<file path="src/rtl/fetch_stage_pkg.sv">
// Shared fetch-side definitions: FSM state encoding and fetch constants.
// Also imported by the hazard unit and the decode stage.
package fetch_stage_pkg;

    typedef enum logic {
        ST_REQ  = 1'b0,
        ST_HOLD = 1'b1
    } fetch_state_e;

    localparam logic [31:0] NOP_INSTR = 32'h0000_0000;
    localparam int unsigned PC_INCR   = 4;

endpackage

</file>
<file path="src/rtl/fetch_stage_if_id_reg.sv">
// IF/ID pipeline register: load wins over bubble; with neither asserted the
// contents hold.
module if_id_reg #(
    parameter int WIDTH = 32
) (
    input  logic             clk,
    input  logic             rst_n,
    input  logic             load_i,
    input  logic             bubble_i,
    input  logic [WIDTH-1:0] instr_i,
    input  logic [WIDTH-1:0] pc4_i,
    output logic [WIDTH-1:0] instr_o,
    output logic [WIDTH-1:0] pc4_o,
    output logic             valid_o
);
    import fetch_stage_pkg::*;

    logic [WIDTH-1:0] instr_q;
    logic [WIDTH-1:0] pc4_q;
    logic             valid_q;

    always_ff @(posedge clk or negedge rst_n) begin
        if (!rst_n) begin
            instr_q <= WIDTH'(NOP_INSTR);
            pc4_q   <= '0;
            valid_q <= 1'b0;
        end else if (load_i) begin
            instr_q <= instr_i;
            pc4_q   <= pc4_i;
            valid_q <= 1'b1;
        end else if (bubble_i) begin
            instr_q <= WIDTH'(NOP_INSTR);
            pc4_q   <= '0;
            valid_q <= 1'b0;
        end
    end

    assign instr_o = instr_q;
    assign pc4_o   = pc4_q;
    assign valid_o = valid_q;

endmodule

</file>
<file path="src/rtl/fetch_stage.sv">
// Instruction-fetch stage: PC, memory request, hold buffer for words that
// return while decode is stalled, and the IF/ID register.
module fetch_stage
    import fetch_stage_pkg::*;
#(
    parameter int          WIDTH    = 32,
    parameter logic [31:0] RESET_PC = 32'h0000_0000
) (
    input  logic             clk,
    input  logic             rst_n,
    input  logic [WIDTH-1:0] npc_in,
    output logic [WIDTH-1:0] pc_plus4,
    input  logic             stall,
    input  logic             flush,
    output logic             imem_req,
    output logic [WIDTH-1:0] imem_addr,
    input  logic [WIDTH-1:0] imem_rdata,
    input  logic             imem_ready,
    output logic [WIDTH-1:0] if_id_instr,
    output logic [WIDTH-1:0] if_id_pc4,
    output logic             if_id_valid,
    output logic             dbg_state_o
);

    // Memory handshake: a word transfers in a cycle where imem_req and
    // imem_ready are both high; imem_ready outside a request is ignored.

    fetch_state_e     state_q, state_d;
    logic [WIDTH-1:0] pc_q, pc_d;
    logic [WIDTH-1:0] buf_q, buf_d;
    logic             ld_load, ld_bubble;
    logic [WIDTH-1:0] ld_instr;

    always_ff @(posedge clk or negedge rst_n) begin
        if (!rst_n) begin
            state_q <= ST_REQ;
            pc_q    <= WIDTH'(RESET_PC);
            buf_q   <= '0;
        end else begin
            state_q <= state_d;
            pc_q    <= pc_d;
            buf_q   <= buf_d;
        end
    end

    assign pc_plus4 = pc_q + WIDTH'(PC_INCR);

    always_comb begin
        state_d   = state_q;
        pc_d      = pc_q;
        buf_d     = buf_q;
        ld_load   = 1'b0;
        ld_bubble = 1'b0;
        ld_instr  = imem_rdata;
        if (flush) begin
            state_d   = ST_REQ;
            pc_d      = npc_in;
            buf_d     = '0;
            ld_bubble = 1'b1;
        end else begin
            case (state_q)
                ST_REQ: begin
                    if (imem_ready && !stall) begin
                        ld_load = 1'b1;
                        pc_d    = npc_in;
                    end else if (imem_ready) begin
                        // Word arrived but decode is stalled: park it, no refetch.
                        buf_d   = imem_rdata;
                        state_d = ST_HOLD;
                    end else if (!stall) begin
                        ld_bubble = 1'b1;
                    end
                end
                ST_HOLD: begin
                    if (!stall) begin
                        ld_load  = 1'b1;
                        ld_instr = buf_q;
                        pc_d     = npc_in;
                        state_d  = ST_REQ;
                    end
                end
                default: state_d = ST_REQ;
            endcase
        end
    end

    assign imem_req    = rst_n && (state_q == ST_REQ);
    assign imem_addr   = pc_q;
    assign dbg_state_o = state_q;

    if_id_reg #(.WIDTH(WIDTH)) u_if_id (
        .clk      (clk),
        .rst_n    (rst_n),
        .load_i   (ld_load),
        .bubble_i (ld_bubble),
        .instr_i  (ld_instr),
        .pc4_i    (pc_plus4),
        .instr_o  (if_id_instr),
        .pc4_o    (if_id_pc4),
        .valid_o  (if_id_valid)
    );

endmodule

</file>
<file path="config.mk">
export PLATFORM = sky130hd
export DESIGN_NAME = fetch_stage
export DESIGN_NICKNAME = d
export VERILOG_FILES = /design/src/rtl/fetch_stage_pkg.sv /design/src/rtl/fetch_stage_if_id_reg.sv /design/src/rtl/fetch_stage.sv
export SDC_FILE = /design/constraint.sdc
export NUM_CORES = 1
export LEC_CHECK = 0
export CORE_MARGIN = 5
export CORE_UTILIZATION = 40
export DETAILED_ROUTE_END_ITERATION = 12
export DONT_BUFFER_PORTS = 1
export PLACE_DENSITY = 0.63
export SLEW_MARGIN = 0
export SYNTH_ARGS = -nofsm -noshare
export SYNTH_HDL_FRONTEND = slang
export SYNTH_SLANG_ARGS = --single-unit
</file>
<file path="constraint.sdc">
create_clock -name clk -period 1.7 [get_ports clk]
set_input_delay 0.34 -clock clk [delete_from_list [all_inputs] [get_ports clk]]
set_output_delay 0.34 -clock clk [all_outputs]
set_load 0.03 [all_outputs]
</file>
* Word-level counts from Yosys, hierarchy flattened *
Cells that the tools add are included.

storage, ports and cells
  flip-flop bits (word level) = 130
  latch bits = 0
  RAM bits = 0
  ROM bits = 0
  input port bits = 69
  logic and storage cells = 48
  memories kept = 0

operators by class
  $add $sub $neg = 1
  multiply operators = 0
  divide/modulo/power cells = 0
  order comparisons = 0
  equality and inequality tests = 4
  shift-type cells = 0
  multiplexer cells = 29
  bitwise gates (word level) = 1
  reduce and logical (&&, ||, !) cells = 7

operators by type and width
  cell                                                             number
  32-bit 2-to-1 mux                                                13
  32-bit case mux with 2 select lines                              1
  32-bit by 3-bit adder with 32-bit output, second input constant  1
  1-bit 2-to-1 mux                                                 13
  3-bit != test, second input constant                             2
  2-bit != test, second input constant                             2
  1-bit case mux with 2 select lines                               2
  2-bit nonzero test                                               2
  3-bit AND reduction                                              1
  1-bit logical AND                                                2
  2-bit AND reduction                                              1
  1-bit zero test                                                  1
  1-bit NOT                                                        1

* Longest topological paths before layout *
  depth after elaboration = 7
  gate-level depth with buffers = 6
  gate-level depth less buffers = 6

* Modules after synthesis *
A second synthesis with hierarchy kept.

second synthesis, totals
  cell total of the unflattened synthesis = 413
  area total of the unflattened synthesis = 5647.9 µm²

by module, submodules not included
  module       times used  cells an instance  area an instance (µm²)  sequential area each (µm²)
  fetch_stage  1           268                3320.7                  1626.6
  if_id_reg    1           145                2327.2                  1626.6

* Least setup slack after synthesis *
No wires, ideal clock.

  path kind = reg2out
  from = register pc_q[2], in the netlist imem_addr[2]
  to = output port pc_plus4[28]
  arrival = 1.989 ns
  data required time = 1.360 ns
  setup slack = -0.629 ns
  cell stages (with the launch flop) = 6
  path through = dfrtp_1 ha_1 nand3_1 nor4_4 nand4_1 xnor2_1

on the way
  word-level cells in the longest chain between the ends = 1

RTL lines
  what                                      line               text
  from (decl)                               fetch_stage.sv:29  logic [WIDTH-1:0] pc_q, pc_d;
  from (signal assigned)                    fetch_stage.sv:37  pc_q <= WIDTH'(RESET_PC);
  from (signal assigned)                    fetch_stage.sv:41  pc_q <= pc_d;
  32-bit by 3-bit adder with 32-bit output  fetch_stage.sv:46  assign pc_plus4 = pc_q + WIDTH'(PC_INCR);
  to (decl)                                 fetch_stage.sv:12  output logic [WIDTH-1:0] pc_plus4,

Every way passes these cells.

* Final worst setup path *
  from = register pc_q[27], in the netlist imem_addr[27]
  to = output port pc_plus4[31]

The elaborated chain is that of the path after synthesis.

==> impl_metrics.py <==
metrics = {
    "status": {
        "outcome": "finished, violations left",
        "violated_checks": "negative hold slack, negative setup slack",
    },
    "critical_path": {
        "setup.worst_path.end_class": "output port",
        "r2r_end": "u_if_id.pc4_o[31]",
        "r2r_start": "imem_addr[27]",
        "cp_startpoint": "imem_addr[27]",
        "worstRegToRegCells": 5,
        "rrSetupSlack_ns": -0.19,
        "arrival_ns": 2.07,
        "path_class": "reg2out",
        "cp_data_required_time_ns": 1.36,
        "worst-path-max-fanout": 2,
        "cp-endpoint": "pc_plus4[31]",
        "kind_of_start_point_of_the_critical_path": "flip-flop",
    },
    "grt": {
        "gr-usage-met1_pct": 22.9,
        "global_route_wire_length_before_repair_um": 24300,
        "grt_use_total_pct": 18.9,
        "grt_start_max_net_pins": 132,
        "grt_busiest_layer": "met2",
        "grt_antenna_before_repair": 2,
        "gr-usage-met3_pct": 8.45,
        "gr-total-overflow": 0,
        "groute.layer.met2.usage_pct": 30.1,
        "via_count_of_the_first_global_routing_pass": 4333,
    },
    "final_layout": {
        "diodes": 0,
        "ff_latch_area_um2": 3290,
        "filler_cell_count": 1085,
        "area_added_between_synthesis_and_finish_pct": 42.8,
        "finalCoreUtilization_pct": 58.4,
        "drive_gt1_share_pct": 47.9,
        "post-route-cell-area_um2": 8140,
        "area_of_the_multi_input_gates_um2": 2950,
        "finalNetCount": 619,
    },
    "power_and_ir_drop": {
        "cellLeakagePower_uw": 0.00387,
        "power.ir.vdd_worst_mv": 0.561,
        "design_power_total_uw": 9120,
        "power_per_cell_area_nw_per_um2": 1120,
    },
    "clocking": {
        "worstSkewPairLatency_ns": 0.41,
        "clk_transition_reported_paths_ns": 0.05,
        "ctsHtreeMaxLevel": 4,
        "clk_path_buf_depth": 2,
        "cts_made_buffers": 17,
        "cts_tree": "done",
        "cts_root_buf": "sky130_fd_sc_hd__clkbuf_16",
        "cts.sink_count": 130,
    },
    "floorplan": {
        "die-height_um": 129,
        "die-area_um2": 16700,
        "floorplan.initialDensity_pct": 40.9,
        "io-pin-count": 200,
        "placementRows": 43,
        "die_width_um": 129,
        "placeableCoreArea_um2": 13900,
    },
    "drt": {
        "drc_violation_count_after_routing": 0,
        "dr.first_iter.drc_count": 146,
        "route.detailed.wl_per_inst_um": 21.0,
        "via_per_inst": 5.51,
        "ant_nets": 0,
        "first_pass_iters": 4,
        "totalWireLength_um": 15600,
        "via_count": 4088,
    },
    "synthesis": {
        "yosys.area.top_type": "sky130_fd_sc_hd__dfrtp_1",
        "yosys_register_bits": 130,
        "mappedNetlistArea_um2": 5700,
        "yosys.area.top_type_share_pct": 57.1,
        "syn_nets": 525,
        "ys_top_cells_by_area": "sky130_fd_sc_hd__dfrtp_1 57%, sky130_fd_sc_hd__a22o_1 9.7%, sky130_fd_sc_hd__mux2_2 6.3%",
        "synth.lib_cells_used.distinct": 35,
        "synthCells": 455,
        "synth_sequential_area_ratio_pct": 57.1,
        "yosys_warnings": 0,
        "mean_instance_size_in_the_synthesized_netlist_um2": 12.5,
    },
    "timing": {
        "post-route-min-period_ns": 2.41,
        "final_min_period_over_clock_period_pct": 142,
        "rsz_0062_raised_after_global_routing": "yes",
        "report.final.slew_viol_count": 0,
        "setup_viol": 46,
        "hold_viol_final": 130,
        "slew_headroom_pct": 38.4,
        "final.hold.worst_slack_ns": -0.381,
        "max_slew.worst_pin.slew_ns": 0.925,
        "final.setup_skew_ns": 0.00678,
        "fmax_mhz": 416,
        "final_critical_path_setup_slack_ns": -0.706,
    },
    "run": {
        "cap_viol_max_count": 0,
    },
    "place": {
        "dp_worst_setup_slack_ns": -0.341,
        "place.detailed.hpwl_um": 10700,
        "place.port_buffers": 0,
        "placed_cell_area_um2": 7000,
        "globalplace.congestion": 0.815,
    },
    "hold_path": {
        "min-delay-path-class": "in2async",
    },
}
-- worst min path at each step --
stage                from                   to  slack [ns]  depth (start not counted)
floorplan           rst_n             buf_q[0]        0.04                          0
finish              rst_n   u_if_id.instr_o[3]       -0.38                          0
global route        rst_n  u_if_id.instr_o[10]       -0.41                          0
CTS                 rst_n   u_if_id.instr_o[3]       -0.40                          0
detailed placement  rst_n  u_if_id.instr_o[10]        0.05                          0
global placement    rst_n   u_if_id.instr_o[3]        0.05                          0
-- synthesized netlist by cell type, drive strengths merged --
cell	n
nand2	45
ha	1
and3	6
nand4	12
a31oi	1
nor3	5
o21ai	33
inv	4
and4	4
xor2	9
nor4	6
nor2	6
nor2b	3
nand2b	1
mux2i	32
dfrtp	130
clkbuf	17
or3	1
mux2	32
nand3	10
buf	15
xnor2	19
a22o	63
-- stage by stage --
| step | TNS [ns] | hold WS [ns] | cells |
|---|---|---|---|
| 2_1_floorplan | -8.11 | 0.0444 | 455 |
| 3_3_place_gp | -6.06 | 0.0477 | 694 |
| 3_5_place_dp | -7.09 | 0.0476 | 694 |
| 4_1_cts | -16.92 | -0.401 | 735 |
| 5_1_grt | -20.60 | -0.411 | 742 |
| 6_report | -16.69 | -0.381 | 742 |
-- cell usage in the layout, fill, tap and decap left out, types with 3 or more instances in the layout --
| master | synthesis | layout |
|---|---|---|
| sky130_fd_sc_hd__clkinvlp_4 | 0 | 4 |
| sky130_fd_sc_hd__and3_4 | 0 | 3 |
| sky130_fd_sc_hd__bufinv_16 | 0 | 4 |
| sky130_fd_sc_hd__buf_6 | 4 | 31 |
| sky130_fd_sc_hd__nor3_4 | 0 | 4 |
| sky130_fd_sc_hd__nand4_1 | 9 | 9 |
| sky130_fd_sc_hd__mux2i_1 | 32 | 32 |
| sky130_fd_sc_hd__clkbuf_8 | 1 | 5 |
| sky130_fd_sc_hd__nand2_4 | 0 | 7 |
| sky130_fd_sc_hd__a22o_1 | 63 | 63 |
| sky130_fd_sc_hd__xnor2_4 | 0 | 12 |
| sky130_fd_sc_hd__nand2_1 | 45 | 38 |
| sky130_fd_sc_hd__mux2_2 | 32 | 32 |
| sky130_fd_sc_hd__nand4_4 | 3 | 3 |
| sky130_fd_sc_hd__buf_12 | 0 | 6 |
| sky130_fd_sc_hd__xor2_4 | 0 | 5 |
| sky130_fd_sc_hd__xor2_2 | 1 | 4 |
| sky130_fd_sc_hd__nand3_4 | 0 | 8 |
| sky130_fd_sc_hd__and4_4 | 1 | 3 |
| sky130_fd_sc_hd__clkbuf_16 | 0 | 17 |
| sky130_fd_sc_hd__xnor2_2 | 0 | 5 |
| sky130_fd_sc_hd__dfrtp_2 | 0 | 26 |
| sky130_fd_sc_hd__dfrtp_1 | 130 | 103 |
| sky130_fd_sc_hd__nor2_4 | 0 | 3 |
| sky130_fd_sc_hd__nor4_4 | 2 | 5 |
| sky130_fd_sc_hd__and3_1 | 5 | 3 |
| sky130_fd_sc_hd__o21ai_0 | 33 | 33 |
| sky130_fd_sc_hd__buf_4 | 2 | 69 |
-- routing by layer --
layer	wire length, um	up-vias
met5	7	-
met4	310	2
met3	1450	23
met2	7620	160
met1	6170	2053
li1	-	1850
-- cell families after synthesis --
kind of cell               after synthesis  share of synthesized area [%]
xor gates and xnor gates                28                           4.44
and+or+nand+nor                         99                           10.2
buffers and inverters                   36                           3.40
DFF                                    130                           57.1
adders and majority gates                1                          0.220
muxes                                   64                           11.9
AOI/OAI and AO/OA                       97                           12.7
-- cell type report --
cell class / count / share of cell area [%]
Multi-Input combinational cell: 289 / 36.3
Inverter: 4 / 0.231
Tap cell: 180 / 2.77
Timing Repair Buffer: 107 / 12.3
Sequential cell: 130 / 40.4
Clock inverter: 8 / 1.81
Clock buffer: 24 / 6.17
-- report_power, final --
group | switching (uW) | internal, uW | leakage [uW]
Clock | 1320 | 2650 | 0.000309
Sequential | 338 | 3300 | 0.00168
Combinational | 872 | 650 | 0.00188
Total | 2530 | 6600 | 0.00387
-- sequential cells by signal, summed over array words and instances, names as in the netlist --
register	flops
buf_q	32
imem_addr	32
u_if_id.instr_o	32
u_if_id.valid_o	1
u_if_id.pc4_o	32
dbg_state_o	1
-- worst max-delay path: stages (launching register included) --
cell and delay [ns]:
sky130_fd_sc_hd__dfrtp_2 0.36, sky130_fd_sc_hd__nand4_1 0.23, sky130_fd_sc_hd__nor4_2 0.39, sky130_fd_sc_hd__nand4_1 0.28, sky130_fd_sc_hd__xnor2_4 0.39
-- repair_timing --
action                                  4_1_cts  5_1_grt
gates cloned                                  0        0
endpoints found under the hold margin       130      130
pin swaps                                    36       34
resized for setup                            46       32
buffers inserted                             12        9
endpoints found under the setup margin       51       51
Note: power is estimated with default switching activity, not from simulation.
